<file path="config.mk">
export PLATFORM = sky130hd
export DESIGN_NAME = mux_rr_arbiter_flat
export DESIGN_NICKNAME = d
export VERILOG_FILES = /design/src/rtl/mux_rr_arbiter_if.sv /design/src/rtl/mux_rr_arbiter.sv /design/src/flat_wrapper.sv
export SDC_FILE = /design/constraint.sdc
export NUM_CORES = 1
export LEC_CHECK = 0
export ABC_CLOCK_PERIOD_IN_PS = 2400
export CELL_PAD_IN_SITES_DETAIL_PLACEMENT = 0
export CELL_PAD_IN_SITES_GLOBAL_PLACEMENT = 1
export CORE_ASPECT_RATIO = 0.7
export CORE_MARGIN = 1.5
export CORE_UTILIZATION = 29
export CTS_BUF_LIST = sky130_fd_sc_hd__clkbuf_2
export CTS_CLUSTER_SIZE = 8
export DETAILED_ROUTE_END_ITERATION = 10
export PLACE_DENSITY = 0.82
export SLEW_MARGIN = 20
export SYNTH_ARGS = -nofsm -noshare
export SYNTH_HDL_FRONTEND = slang
export SYNTH_SLANG_ARGS = --single-unit
export TNS_END_PERCENT = 50
</file>
<file path="constraint.sdc">
create_clock -name clk -period 2.4 [get_ports clk]
set_clock_uncertainty 0.2 [all_clocks]
set_input_delay 0.24 -clock clk [delete_from_list [all_inputs] [get_ports clk]]
set_output_delay 0.24 -clock clk [all_outputs]
set_load 0.02 [all_outputs]
</file>
<file path="src/rtl/mux_rr_arbiter_if.sv">
// Stream bundle shared by the two requesters, the downstream consumer and the arbiter.
// master = sources/consumer side, slave = arbiter side.
interface mux_rr_arbiter_if #(
    parameter int DW = 8
);
    logic          in0_valid;
    logic [DW-1:0] in0_data;
    logic          in0_last;
    logic          in0_ready;
    logic          in1_valid;
    logic [DW-1:0] in1_data;
    logic          in1_last;
    logic          in1_ready;
    logic          out_valid;
    logic [DW-1:0] out_data;
    logic          out_last;
    logic          out_ready;
    logic          sel;
    logic          busy;

    modport master (
        output in0_valid, in0_data, in0_last,
        output in1_valid, in1_data, in1_last,
        output out_ready,
        input  in0_ready, in1_ready,
        input  out_valid, out_data, out_last,
        input  sel, busy
    );

    modport slave (
        input  in0_valid, in0_data, in0_last,
        input  in1_valid, in1_data, in1_last,
        input  out_ready,
        output in0_ready, in1_ready,
        output out_valid, out_data, out_last,
        output sel, busy
    );
endinterface

</file>
<file path="src/rtl/mux_rr_arbiter.sv">
// Round-robin packet arbiter driving a registered 2:1 select between two streams.
// A grant is held until the last beat transfers or the granted source idles too long.
module mux_rr_arbiter #(
    parameter int DW      = 8,
    parameter int TIMEOUT = 16
) (
    input logic             clk,
    input logic             rst,
    mux_rr_arbiter_if.slave bus
);
    // state | meaning
    // IDLE  | no grant; arbitrate on valids using prio
    // GNT0  | in0 owns the output until its last beat or timeout
    // GNT1  | in1 owns the output until its last beat or timeout
    typedef enum logic [1:0] {
        IDLE = 2'd0,
        GNT0 = 2'd1,
        GNT1 = 2'd2
    } state_t;

    localparam logic [7:0] IDLE_LIMIT = 8'(TIMEOUT - 1);

    state_t        state;
    state_t        state_nxt;
    logic          prio;
    logic          prio_nxt;
    logic          sel;
    logic          sel_nxt;
    logic [7:0]    idle_cnt;
    logic [7:0]    idle_cnt_nxt;
    logic          g_id;
    logic          g_valid;
    logic          g_last;
    logic          other_valid;
    logic [DW-1:0] mux_data;

    always_ff @(posedge clk or posedge rst) begin
        if (rst) begin
            state    <= IDLE;
            prio     <= 1'b0;
            sel      <= 1'b0;
            idle_cnt <= 8'd0;
        end else begin
            state    <= state_nxt;
            prio     <= prio_nxt;
            sel      <= sel_nxt;
            idle_cnt <= idle_cnt_nxt;
        end
    end

    always_comb begin
        g_id        = (state == GNT1);
        g_valid     = g_id ? bus.in1_valid : bus.in0_valid;
        g_last      = g_id ? bus.in1_last  : bus.in0_last;
        other_valid = g_id ? bus.in0_valid : bus.in1_valid;
    end

    always_comb begin
        state_nxt    = state;
        prio_nxt     = prio;
        idle_cnt_nxt = 8'd0;
        case (state)
            IDLE: begin
                if (bus.in0_valid && bus.in1_valid) begin
                    state_nxt = prio ? GNT1 : GNT0;
                end else if (bus.in0_valid) begin
                    state_nxt = GNT0;
                end else if (bus.in1_valid) begin
                    state_nxt = GNT1;
                end
            end
            GNT0, GNT1: begin
                if (g_valid && bus.out_ready && g_last) begin
                    prio_nxt = ~g_id;
                    // hand straight over to a waiting peer so back-to-back packets see no bubble
                    if (other_valid) begin
                        state_nxt = g_id ? GNT0 : GNT1;
                    end else begin
                        state_nxt = IDLE;
                    end
                end else if (!g_valid && (idle_cnt == IDLE_LIMIT)) begin
                    prio_nxt  = ~g_id;
                    state_nxt = IDLE;
                end else if (!g_valid && (idle_cnt != 8'hFF)) begin
                    idle_cnt_nxt = idle_cnt + 8'd1;
                end else if (!g_valid) begin
                    idle_cnt_nxt = idle_cnt;
                end
            end
            default: state_nxt = IDLE;
        endcase
    end

    always_comb begin
        if (state_nxt == GNT1) begin
            sel_nxt = 1'b1;
        end else if (state_nxt == GNT0) begin
            sel_nxt = 1'b0;
        end else begin
            sel_nxt = sel;
        end
    end

    always_comb begin
        bus.out_valid = 1'b0;
        bus.out_last  = 1'b0;
        bus.in0_ready = 1'b0;
        bus.in1_ready = 1'b0;
        bus.busy      = (state != IDLE);
        case (state)
            GNT0: begin
                bus.out_valid = bus.in0_valid;
                bus.out_last  = bus.in0_last;
                bus.in0_ready = bus.out_ready;
            end
            GNT1: begin
                bus.out_valid = bus.in1_valid;
                bus.out_last  = bus.in1_last;
                bus.in1_ready = bus.out_ready;
            end
            default: ;
        endcase
    end

    assign mux_data     = sel ? bus.in1_data : bus.in0_data;
    assign bus.out_data = mux_data;
    assign bus.sel      = sel;
endmodule

</file>
<file path="src/flat_wrapper.sv">
// flat-port wrapper written by rule: the top's interface ports become plain ports
module mux_rr_arbiter_flat 
#(
    parameter int DW      = 8,
    parameter int TIMEOUT = 16
)
  (clk, rst, bus_in0_valid, bus_in0_data, bus_in0_last, bus_in1_valid, bus_in1_data, bus_in1_last, bus_out_ready, bus_in0_ready, bus_in1_ready, bus_out_valid, bus_out_data, bus_out_last, bus_sel, bus_busy);
  mux_rr_arbiter_if #(.DW(DW)) bus_i ();
  input logic clk;
  input logic rst;
  input wire logic [$bits(bus_i.in0_valid)-1:0] bus_in0_valid;
  input wire logic [$bits(bus_i.in0_data)-1:0] bus_in0_data;
  input wire logic [$bits(bus_i.in0_last)-1:0] bus_in0_last;
  input wire logic [$bits(bus_i.in1_valid)-1:0] bus_in1_valid;
  input wire logic [$bits(bus_i.in1_data)-1:0] bus_in1_data;
  input wire logic [$bits(bus_i.in1_last)-1:0] bus_in1_last;
  input wire logic [$bits(bus_i.out_ready)-1:0] bus_out_ready;
  output wire logic [$bits(bus_i.in0_ready)-1:0] bus_in0_ready;
  output wire logic [$bits(bus_i.in1_ready)-1:0] bus_in1_ready;
  output wire logic [$bits(bus_i.out_valid)-1:0] bus_out_valid;
  output wire logic [$bits(bus_i.out_data)-1:0] bus_out_data;
  output wire logic [$bits(bus_i.out_last)-1:0] bus_out_last;
  output wire logic [$bits(bus_i.sel)-1:0] bus_sel;
  output wire logic [$bits(bus_i.busy)-1:0] bus_busy;
  assign bus_i.in0_valid = bus_in0_valid;
  assign bus_i.in0_data = bus_in0_data;
  assign bus_i.in0_last = bus_in0_last;
  assign bus_i.in1_valid = bus_in1_valid;
  assign bus_i.in1_data = bus_in1_data;
  assign bus_i.in1_last = bus_in1_last;
  assign bus_i.out_ready = bus_out_ready;
  assign bus_in0_ready = bus_i.in0_ready;
  assign bus_in1_ready = bus_i.in1_ready;
  assign bus_out_valid = bus_i.out_valid;
  assign bus_out_data = bus_i.out_data;
  assign bus_out_last = bus_i.out_last;
  assign bus_sel = bus_i.sel;
  assign bus_busy = bus_i.busy;
  mux_rr_arbiter #(.DW(DW), .TIMEOUT(TIMEOUT)) u_core (.clk(clk), .rst(rst), .bus(bus_i));
endmodule
</file>
Word-level counts from Yosys, hierarchy flattened
Cells that the tools add are included.
{ "totals": {"ff_bits": 12, "input_bits": 23} }
{ "op_classes": {"eq_ne": 7, "muxes": 26, "bitwise_logic": 1, "reduce_logical": 12, "n_addsub": 1} }
{ "ops": {"columns": ["op", "n"], "rows": [
  ["$mux 8", 6],
  ["$mux 2", 8],
  ["$mux 1", 9],
  ["$add 8x1->8 const B", 1],
  ["$eq 8x4->1 const B", 1],
  ["$ne 8x8->1 const B", 1],
  ["$reduce_bool 2->1", 3],
  ["$logic_and 1x1->1", 5],
  ["$ne 5x1->1 const B", 1],
  ["$eq 2x1->1 const B", 2],
  ["$eq 2x2->1 const B", 2],
  ["$pmux 1 s2", 2],
  ["$pmux 2 s2", 1],
  ["$logic_not 2->1", 1],
  ["$reduce_and 2->1", 1],
  ["$reduce_or 2->1", 1],
  ["$logic_not 1->1", 1],
  ["$not 1->1", 1]
]} }

Depth between registers and ports, before layout
Gate-level depths: netlist of run 1.
{ "depth": {"depth_word": 10, "mapped_depth": 8, "ltp_nobuf": 8} }

Worst setup path after synthesis of run 1
OpenSTA, ideal clock, no wires.
{ "synth_timing": {"path_type": "register to register", "from": "register u_core.state[0]", "to": "register u_core.sel (netlist: u_core.bus.sel)", "path_stages_with_launch": 8, "setup_slack_ps": -94, "setup_ps": 125, "synth_period_minus_slack_ps": 2494, "t_arrival_ps": 2169, "cell_sequence": "dfrtp_1 inv_1 ha_1 mux2i_4 nand3_1 a311o_1 ha_1 mux2_2"} }
{ "synth_between": {"elab_chain_len": 9, "word_cells_on_any_way": 23} }
{ "synth_lines": {"columns": ["item", "line_no", "source"], "rows": [
  ["start, declared", "mux_rr_arbiter.sv:23", "state_t state;"],
  ["start signal, assigned", "mux_rr_arbiter.sv:44", "state <= state_nxt;"],
  ["$eq 2x2->1", "mux_rr_arbiter.sv:52, mux_rr_arbiter.sv:62", null],
  ["$mux 1", "mux_rr_arbiter.sv:53", "g_valid = g_id ? bus.in1_valid : bus.in0_valid;"],
  ["$logic_not 1->1", "mux_rr_arbiter.sv:81", "end else if (!g_valid && (idle_cnt == IDLE_LIMIT)) begin"],
  ["$logic_and 1x1->1", "mux_rr_arbiter.sv:81", null],
  ["$mux 2", "mux_rr_arbiter.sv:81", null],
  ["$mux 2", "mux_rr_arbiter.sv:73", "if (g_valid && bus.out_ready && g_last) begin"],
  ["$pmux 2 s2 *", "mux_rr_arbiter.sv:62", "case (state)"],
  ["$eq 2x2->1 / $eq 2x1->1 (equally long branches)", "mux_rr_arbiter.sv:95, mux_rr_arbiter.sv:97", null],
  ["$mux 1 / $reduce_bool 2->1 (equally long branches)", null, null],
  ["end signal, assigned", "mux_rr_arbiter.sv:46", "sel <= sel_nxt;"],
  ["end, declared", "mux_rr_arbiter.sv:27", "logic sel;"]
]} }
Every way passes the cells marked *; elsewhere a longest branch is shown, timed or not.
A chain may end at the register's enable or synchronous reset.

Final worst setup path of run 1
{ "layout_timing": {"from": "register u_core.idle_cnt[1]", "to": "register u_core.sel (netlist: u_core.bus.sel)"} }
{ "layout_between": {"elab_chain_len": 7, "word_cells_on_any_way": 9} }
{ "layout_lines": {"columns": ["item", "line_no", "source"], "rows": [
  ["start, declared", "mux_rr_arbiter.sv:29", "logic [7:0] idle_cnt;"],
  ["start signal, assigned", "mux_rr_arbiter.sv:47", "idle_cnt <= idle_cnt_nxt;"],
  ["$eq 8x4->1 *", "mux_rr_arbiter.sv:81", null],
  ["$logic_and 1x1->1 *", "mux_rr_arbiter.sv:81", null],
  ["$mux 2 *", "mux_rr_arbiter.sv:81", null],
  ["$mux 2 *", "mux_rr_arbiter.sv:73", null],
  ["$pmux 2 s2 *", "mux_rr_arbiter.sv:62", null],
  ["$eq 2x2->1 / $eq 2x1->1 (equally long branches)", "mux_rr_arbiter.sv:95, mux_rr_arbiter.sv:97", null],
  ["$mux 1 / $reduce_bool 2->1 (equally long branches)", null, null]
]} }
Marks and branches as above.

==> results of run 1 <==
-- routing by layer --
layer	up-vias	GRT usage, %	wire length [µm]
met5	-	0	0
met2	39	24.5	1200
met4	0	2.83	12
met1	438	18.6	1160
li1	471	-	-
met3	2	4.22	136
-- layout make-up --
type / count / area share [%]
Clock inverter: 1 / 0.254
Sequential cell: 12 / 20.4
Tap cell: 38 / 3.22
Multi-Input combinational cell: 80 / 43.2
Inverter: 6 / 1.53
Timing Repair Buffer: 48 / 30.4
Clock buffer: 3 / 1.02
-- sequential cells by signal (all words and copies together), names as in the netlist --
signal and cells:
u_core.state 2, u_core.idle_cnt 8, u_core.prio 1, u_core.bus.sel 1
-- logic make-up after synthesis --
kind of cell / Yosys count / share of synthesized area [%]
adders and majority gates: 6 / 8.00
and+or+nand+nor: 42 / 24.9
DFF: 12 / 32.0
muxes: 13 / 16.4
AOI/OAI and AO/OA: 17 / 14.0
buffers and inverters: 7 / 2.80
xor gates and xnor gates: 2 / 1.87
-- worst max path at each step --
stage / startpoint / to / slack (ns) / cells after the start
floorplan: u_core.state[0] / u_core.bus.sel / 0.004 / 7
global placement: bus_in1_last / u_core.bus.sel / -0.03 / 7
detailed placement: bus_in0_valid / u_core.bus.sel / -0.09 / 7
CTS: u_core.state[1] / u_core.bus.sel / 0.02 / 7
global route: u_core.idle_cnt[1] / u_core.bus.sel / -0.07 / 7
finish: u_core.idle_cnt[1] / u_core.bus.sel / 0.04 / 7
-- per-stage QoR --
step                area (µm²)  setup WS, ns  cells  TNS [ns]
floorplan                  951       0.00423     99         0
global placement          1430       -0.0288    182   -0.0288
detailed placement        1430       -0.0943    182   -0.0943
CTS                       1450        0.0163    186         0
global route              1480       -0.0665    188   -0.0665
finish                    1480        0.0372    188         0
-- timing repair --
item                                    4_1_cts  5_1_grt
pin swaps                                     0        0
gates resized for setup                       3        5
endpoints found under the setup margin        3        1
buffers inserted                              0        2
hold endpoints to repair                      0        0
-- worst register-to-register path, cell delays in order (launching register included) --
cell and delay, ns:
dfrtp_1 0.43, ha_1 0.23, and3_1 0.23, nand2_1 0.11, nand3_1 0.13, a311o_1 0.34, ha_1 0.28, mux2_2 0.32
-- Yosys cell counts, drive strengths merged --
library cell  number
dfrtp             12
nor2              11
mux2               9
nand2              7
ha                 6
inv                6
nand3              5
mux2i              4
nor3               4
a21oi              3
and2               3
nand4              3
nor2b              3
a311oi             2
nand2b             2
o21ai              2
xor2               2
a22oi              1
a311o              1
a31oi              1
a41oi              1
and3               1
and3b              1
clkbuf             1
nor4               1
nor4b              1
o2111ai            1
o211ai             1
o21bai             1
o22ai              1
o2bb2ai            1
o31ai              1
-- where the power goes --
part / switching [mW] / internal, mW
Sequential: 0.0517 / 0.243
Combinational: 0.375 / 0.410
Clock: 0.0675 / 0.0362
==> results.py, run 1 <==
metrics = {
    "setup_path": {
        "cp.required_ns": 2.37,
        "arrival_ns": 2.33,
        "crit_buf_inv": 0,
        "cp_slowest_stage_delay_ns": 0.43,
        "reg2reg_from": "u_core.idle_cnt[1]",
        "critPathSlowestCell": "dfrtp_1",
        "crit_type": "flop to flop",
        "critPathLaunchType": "flop",
        "rrSetupSlack_ns": 0.04,
        "crit_path_frequent_cell": "ha_1",
        "crit_path_end_kind": "flop",
        "crit_chain": "ha_1 -> and3_1 -> nand2_1 -> nand3_1 -> a311o_1 -> ha_1 -> mux2_2",
        "crit_fanout": 4,
        "r2r-end": "u_core.bus.sel",
        "worstRegToRegCells": 7,
        "critical-path-top-delay-family": "adder cells",
    },
    "detailed_routing": {
        "vias_per_cell": 5.05,
        "avgRoutedWirePerCell_um": 13.4,
        "route.detailed.drc": 0,
        "ant_nets": 0,
        "drt_iter0_markers": 45,
        "wl_um": 2520,
        "vias": 950,
        "drt-pass1-iter-count": 4,
    },
    "sta": {
        "worstMarginPinSlew_ns": 0.469,
        "period_needed_ns": 2.36,
        "slew_headroom_pct": 68.7,
        "post-route-period-util_pct": 98.5,
        "fmax_ghz": 0.423,
        "hold_viol": 0,
        "setup-violations-final": 0,
        "hold_ws_ns": 0.0740,
        "maxSlewViolCount": 0,
    },
    "finish": {
        "multi_input_area_um2": 637,
        "drive_gt1_share_pct": 26.7,
        "nets": 180,
        "fin_util_pct": 47.2,
        "final_common_cell": "clkdlybuf4s50_1",
        "fillers": 287,
        "antenna_cells": 0,
        "area_delta_synth_final_pct": 57.2,
        "layout_common_cells": "clkdlybuf4s50_1, buf_4, dfrtp_1",
        "regArea_um2": 302,
    },
    "power": {
        "power.density_mw_per_mm2": 802,
        "power_mw": 1.18,
        "p_leak_nw": 0.593,
        "vdd_drop_max_uv": 285,
    },
    "synthesis": {
        "synth_area_leaders": "dfrtp_1, mux2_2, ha_1",
        "seq_area_frac_synth_pct": 32.0,
        "netlist_area_um2": 938,
        "ys_types": 39,
        "synth_cells": 99,
        "yosys_warnings": 0,
        "syn_area_per_cell_um2": 9.48,
        "yosys_register_bits": 12,
        "netlist.area_leader.share_pct": 32.0,
        "yosysTopAreaCell": "dfrtp_1",
        "syn_nets": 128,
    },
    "cts": {
        "clock_latency_ns": 0.27,
        "clk_pin_slew_ns": 0.12,
        "cts.path.max_buffers": 2,
        "numCtsBuffers": 3,
        "clockRootBuffer": "clkbuf_2",
        "htree_levels": 1,
        "cts_hold_buf": 0,
        "cts_tree": "yes",
        "cts.sinks": 12,
    },
    "place": {
        "portBuffers": 36,
        "dp_hpwl_um": 1940,
        "place.gp.congestion": 0.865,
    },
    "grt": {
        "first_global_vias": 913,
        "overflow": 0,
        "track_usage_pct": 14.5,
        "antenna_found_initial": 0,
        "grt_max_degree": 13,
        "grt_pass1_wl_um": 4040,
    },
    "run_status": {
        "status": "finished clean",
    },
    "floorplan": {
        "initial_core_util_pct": 30.0,
        "io_pins": 37,
        "die_y_um": 50.6,
        "placementRows": 17,
        "die_w_um": 71.0,
        "dieArea_mm2": 0.00359,
        "core_area_mm2": 0.00313,
    },
    "run": {
        "maxCapViolations": 0,
    },
    "min_path": {
        "hold_class": "input pin to async pin",
    },
}
Power figures use the tool's default switching activity.
==> inputs of run 2 (changes only) <==
--- a/config.mk
+++ b/config.mk
@@ -8,13 +8,14 @@
 export ABC_CLOCK_PERIOD_IN_PS = 2400
 export CELL_PAD_IN_SITES_DETAIL_PLACEMENT = 0
 export CELL_PAD_IN_SITES_GLOBAL_PLACEMENT = 1
-export CORE_ASPECT_RATIO = 0.7
+export CORE_ASPECT_RATIO = 1.1
 export CORE_MARGIN = 1.5
 export CORE_UTILIZATION = 29
 export CTS_BUF_LIST = sky130_fd_sc_hd__clkbuf_2
 export CTS_CLUSTER_SIZE = 8
 export DETAILED_ROUTE_END_ITERATION = 10
 export PLACE_DENSITY = 0.82
+export SKIP_CTS_REPAIR_TIMING = 1
 export SLEW_MARGIN = 20
 export SYNTH_ARGS = -nofsm -noshare
 export SYNTH_HDL_FRONTEND = slang
==> constraint.sdc (replaced) <==
create_clock -name clk -period 2.4 [get_ports clk]
set_clock_uncertainty 0.2 [all_clocks]
set_input_delay 0.24 -clock clk [delete_from_list [all_inputs] [get_ports clk]]
set_output_delay 0.24 -clock clk [all_outputs]
set_load 0.05 [all_outputs]
==> results.py, run 2 (synthesis results as in run 1) <==
metrics = {
    "run_status": {
        "status": "finished clean",
    },
    "grt": {
        "grt_max_degree": 13,
        "overflow": 0,
        "antenna_found_initial": 0,
        "track_usage_pct": 14.2,
        "grt_pass1_wl_um": 4080,
        "first_global_vias": 980,
    },
    "detailed_routing": {
        "vias": 965,
        "ant_nets": 0,
        "drt-pass1-iter-count": 4,
        "wl_um": 2450,
        "avgRoutedWirePerCell_um": 13.3,
        "vias_per_cell": 5.24,
        "drt_iter0_markers": 48,
        "route.detailed.drc": 0,
    },
    "floorplan": {
        "core_area_mm2": 0.00307,
        "die_w_um": 57.2,
        "die_y_um": 62.7,
        "placementRows": 21,
        "initial_core_util_pct": 30.5,
        "io_pins": 37,
        "dieArea_mm2": 0.00359,
    },
    "setup_path": {
        "critPathLaunchType": "flop",
        "crit_cells": 7,
        "crit_chain": "inv_2 -> ha_4 -> mux2i_4 -> nand3_1 -> a311o_1 -> ha_1 -> mux2_4",
        "rrSetupSlack_ns": 0.03,
        "cp.required_ns": 2.36,
        "crit_type": "flop to flop",
        "cp_slowest_stage_delay_ns": 0.42,
        "crit_path_end": "u_core.bus.sel",
        "arrival_ns": 2.33,
        "critPathSlowestCell": "dfrtp_1",
        "r2r-end": "u_core.bus.sel",
        "reg2reg_from": "u_core.state[0]",
        "crit_path_end_kind": "flop",
        "crit_fanout": 6,
        "critical-path-top-delay-family": "multiplexers",
        "cp-startpoint": "u_core.state[0]",
        "crit_buf_inv": 1,
        "worstRegToRegCells": 7,
    },
    "cts": {
        "htree_levels": 1,
        "cts.path.max_buffers": 2,
        "clockRootBuffer": "clkbuf_2",
        "cts.sinks": 12,
        "clock_latency_ns": 0.26,
        "cts_tree": "yes",
        "clk_pin_slew_ns": 0.12,
        "numCtsBuffers": 3,
    },
    "sta": {
        "fmax_ghz": 0.423,
        "worstMarginPinSlew_ns": 0.499,
        "period_needed_ns": 2.37,
        "maxSlewViolCount": 0,
        "slew_headroom_pct": 66.7,
        "post-route-period-util_pct": 98.6,
        "hold_viol": 0,
        "rsz0062_at_grt": "yes",
        "fin_setup_tns_ns": 0,
        "setup-violations-final": 0,
        "setup_ws_ns": 0.0338,
    },
    "finish": {
        "drive_gt1_share_pct": 34.7,
        "fin_cells": 184,
        "antenna_cells": 0,
        "nets": 180,
        "fillers": 277,
        "layout_common_cells": "clkdlybuf4s50_1, buf_4, dfrtp_1",
        "area_delta_synth_final_pct": 57.2,
        "reg_top3": "u_core.idle_cnt x8, u_core.state x2",
        "stdcell_area_mm2": 0.00148,
        "largest_reg_flops": 8,
        "largest-register": "u_core.idle_cnt",
    },
    "place": {
        "portBuffers": 36,
        "pre_cts_ws_ns": -0.121,
        "place.gp.congestion": 0.854,
        "placed_cells": 180,
        "place_area_mm2": 0.00144,
        "dp_hpwl_um": 2010,
    },
    "power": {
        "p_leak_nw": 0.616,
        "vdd_drop_max_uv": 537,
        "power.density_mw_per_mm2": 923,
    },
    "run": {
        "maxCapViolations": 0,
    },
    "min_path": {
        "hold_class": "input pin to async pin",
    },
}
## run 2: changes by cell type in the layout (fill, tap and decap cells not counted), sizes merged
| cell | before | now |
|---|---|---|
| dlymetal6s2s | 0 | 1 |
| clkinvlp | 0 | 1 |
| dlygate4sd2 | 2 | 0 |
| buf | 12 | 24 |
| clkdlybuf4s50 | 34 | 23 |
| inv | 6 | 5 |
## run 2: area by class of cell
type                            instances  area (µm²)  area share, %
Timing Repair Buffer                   48         435           29.5
Clock inverter                          1        3.75          0.254
Multi-Input combinational cell         80         652           44.2
Inverter                                6        26.3           1.78
Tap cell                               34        42.5           2.88
Clock buffer                            3        15.0           1.02
Sequential cell                        12         300           20.4
## run 2: per-stage QoR
step | power, mW | hold WS (ns) | utilization (%)
4_1_cts | 1.36 | 0.0775 | 47.6
2_1_floorplan | 0.945 | -0.0953 | -
3_5_place_dp | 1.25 | 0.328 | 47.0
3_3_place_gp | 1.23 | 0.315 | 47.0
6_report | 1.36 | 0.0608 | 48.0
5_1_grt | 1.45 | 0.101 | 48.0
## run 2: how the worst min path moves through the flow
stage | from | end | slack, ns
after floorplan | rst | u_core.bus.sel | -0.1
after global placement | u_core.prio | u_core.prio | 0.32
after detailed placement | u_core.prio | u_core.prio | 0.33
after CTS | rst | u_core.idle_cnt[0] | 0.08
after global routing | rst | u_core.state[1] | 0.10
final | rst | u_core.idle_cnt[0] | 0.06
## run 2: power by group
part,internal (mW),leakage (nW),switching (mW)
registers,0.242,0.160,0.0444
clock network,0.0362,0.0140,0.0665
logic,0.434,0.442,0.540
## run 2: per-layer routing
metal	wire length [µm]	track usage, %	vias up
met3	179	4.97	2
met4	10	3.20	0
li1	-	-	466
met5	0	0	-
met2	1200	23.1	35
met1	1060	17.9	462
==> inputs of run 3 (changes only) <==
--- a/config.mk
+++ b/config.mk
@@ -6,6 +6,7 @@
 export NUM_CORES = 1
 export LEC_CHECK = 0
 export ABC_CLOCK_PERIOD_IN_PS = 2400
+export CAP_MARGIN = 20
 export CELL_PAD_IN_SITES_DETAIL_PLACEMENT = 0
 export CELL_PAD_IN_SITES_GLOBAL_PLACEMENT = 1
 export CORE_ASPECT_RATIO = 1.1
@@ -15,7 +16,7 @@
 export CTS_CLUSTER_SIZE = 8
 export DETAILED_ROUTE_END_ITERATION = 10
 export PLACE_DENSITY = 0.82
-export SKIP_CTS_REPAIR_TIMING = 1
+export SKIP_LAST_GASP = 1
 export SLEW_MARGIN = 20
 export SYNTH_ARGS = -nofsm -noshare
 export SYNTH_HDL_FRONTEND = slang
==> results.py, run 3 (synthesis results as in run 1) <==
metrics = {
    "setup_path": {
        "crit_chain": "buf_4 -> inv_2 -> ha_4 -> clkinvlp_4 -> a21oi_2 -> nor2_1 -> a311o_1 -> ha_1 -> mux2_4",
        "worstRegToRegCells": 9,
        "arrival_ns": 2.32,
        "cp_slowest_stage_delay_ns": 0.45,
        "rrSetupSlack_ns": 0.04,
        "r2r-end": "u_core.bus.sel",
        "crit_path_end_kind": "flop",
        "crit_fanout": 3,
        "critPathSlowestCell": "dfrtp_1",
        "crit_type": "flop to flop",
        "reg2reg_from": "u_core.state[1]",
        "cp.required_ns": 2.36,
        "critPathLaunchType": "flop",
    },
    "sta": {
        "fmax_ghz": 0.424,
        "hold_viol": 0,
        "worstMarginPinSlew_ns": 0.499,
        "setup_ws_ns": 0.0398,
        "maxSlewViolCount": 0,
        "period_needed_ns": 2.36,
        "hold_ws_ns": 0.0601,
        "setup-violations-final": 0,
        "rsz0062_at_grt": "yes",
        "post-route-period-util_pct": 98.3,
        "slew_headroom_pct": 66.7,
    },
    "detailed_routing": {
        "drt_iter0_markers": 48,
        "top_layer": "met4",
        "drt-pass1-iter-count": 4,
        "avgRoutedWirePerCell_um": 13.4,
        "vias_per_cell": 5.27,
        "met3_length_um": 171,
        "wl_met2_um": 1220,
        "wl_met1_um": 1060,
        "route.detailed.drc": 0,
        "wl_um": 2460,
        "vias": 969,
        "ant_nets": 0,
    },
    "floorplan": {
        "placementRows": 21,
        "initial_core_util_pct": 30.5,
        "io_pins": 37,
        "dieArea_mm2": 0.00359,
        "die_y_um": 62.7,
        "die_w_um": 57.2,
        "core_area_mm2": 0.00307,
    },
    "grt": {
        "track_usage_pct": 14.2,
        "first_global_vias": 980,
        "antenna_found_initial": 0,
        "overflow": 0,
        "grt_max_degree": 13,
        "grt_pass1_wl_um": 4080,
    },
    "cts": {
        "numCtsBuffers": 3,
        "cts_tree": "yes",
        "cts.path.max_buffers": 2,
        "ctsResizeCount": 0,
        "cts.sinks": 12,
        "cts_setup_buffers": 0,
        "clk_pin_slew_ns": 0.12,
        "cts_hold_buf": 0,
        "clockRootBuffer": "clkbuf_2",
        "htree_levels": 1,
        "clock_latency_ns": 0.26,
    },
    "run_status": {
        "status": "finished clean",
    },
    "finish": {
        "largest_reg_flops": 8,
        "drive_gt1_share_pct": 34.7,
        "nets": 180,
        "largest-register": "u_core.idle_cnt",
        "stdcell_area_mm2": 0.00148,
        "fillers": 277,
        "layout_common_cells": "clkdlybuf4s50_1, buf_4, dfrtp_1",
        "antenna_cells": 0,
        "reg_top3": "u_core.idle_cnt x8, u_core.state x2",
        "area_delta_synth_final_pct": 57.2,
    },
    "power": {
        "vdd_drop_max_uv": 540,
        "power.density_mw_per_mm2": 924,
        "p_leak_nw": 0.616,
    },
    "place": {
        "pre_cts_ws_ns": -0.121,
        "place_area_mm2": 0.00144,
        "place.gp.congestion": 0.854,
        "dp_hpwl_um": 2010,
        "portBuffers": 36,
    },
    "min_path": {
        "hold_class": "input pin to async pin",
    },
    "run": {
        "maxCapViolations": 0,
    },
}
==> run 3: where the power goes <==
group,switching (mW),internal (mW)
sequential,0.0467,0.242
combinational,0.539,0.434
clock,0.0668,0.0362
==> run 3: per-layer routing <==
layer | GRT usage [%] | vias to the layer above
met5 | 0 | -
met4 | 3.20 | 0
met1 | 17.9 | 468
li1 | - | 468
met3 | 4.97 | 2
met2 | 23.1 | 31
==> run 3: cell type report <==
| cell class | count | area (µm²) | share of cell area (%) |
|---|---|---|---|
| Clock buffer | 3 | 15.0 | 1.02 |
| Clock inverter | 1 | 3.75 | 0.254 |
| Inverter | 6 | 26.3 | 1.78 |
| Multi-Input combinational cell | 80 | 652 | 44.2 |
| Sequential cell | 12 | 300 | 20.4 |
| Tap cell | 34 | 42.5 | 2.88 |
| Timing Repair Buffer | 48 | 435 | 29.5 |
==> run 3: critical path: cells and delay by family, from the launching register on <==
kind,cells,cell delay (ns)
muxes,1,0.29
and+or+nand+nor,1,0.08
AOI/OAI and AO/OA,2,0.45
buffers and inverters,3,0.33
adders and majority gates,2,0.45
DFF,1,0.45
==> run 3: worst max path at each step <==
| stage | start | to | slack, ns | cells past startpoint |
|---|---|---|---|---|
| after global placement | bus_in0_valid | u_core.bus.sel | -0.09 | 7 |
| after floorplan | u_core.state[0] | u_core.bus.sel | 0.004 | 8 |
| final | u_core.state[1] | u_core.bus.sel | 0.04 | 9 |
| after detailed placement | bus_in0_valid | u_core.bus.sel | -0.12 | 7 |
| after CTS | u_core.state[0] | u_core.bus.sel | 0.04 | 7 |
| after global routing | u_core.state[0] | u_core.bus.sel | -0.04 | 8 |
==> run 3: through the flow <==
stage,TNS (ns),power (mW),utilization (%),std cells
2_1_floorplan,0,0.945,-,99
3_3_place_gp,-0.0927,1.23,47.0,180
3_5_place_dp,-0.121,1.25,47.0,180
4_1_cts,0,1.36,47.6,184
5_1_grt,-0.0369,1.45,48.0,184
6_report,0,1.36,48.0,184
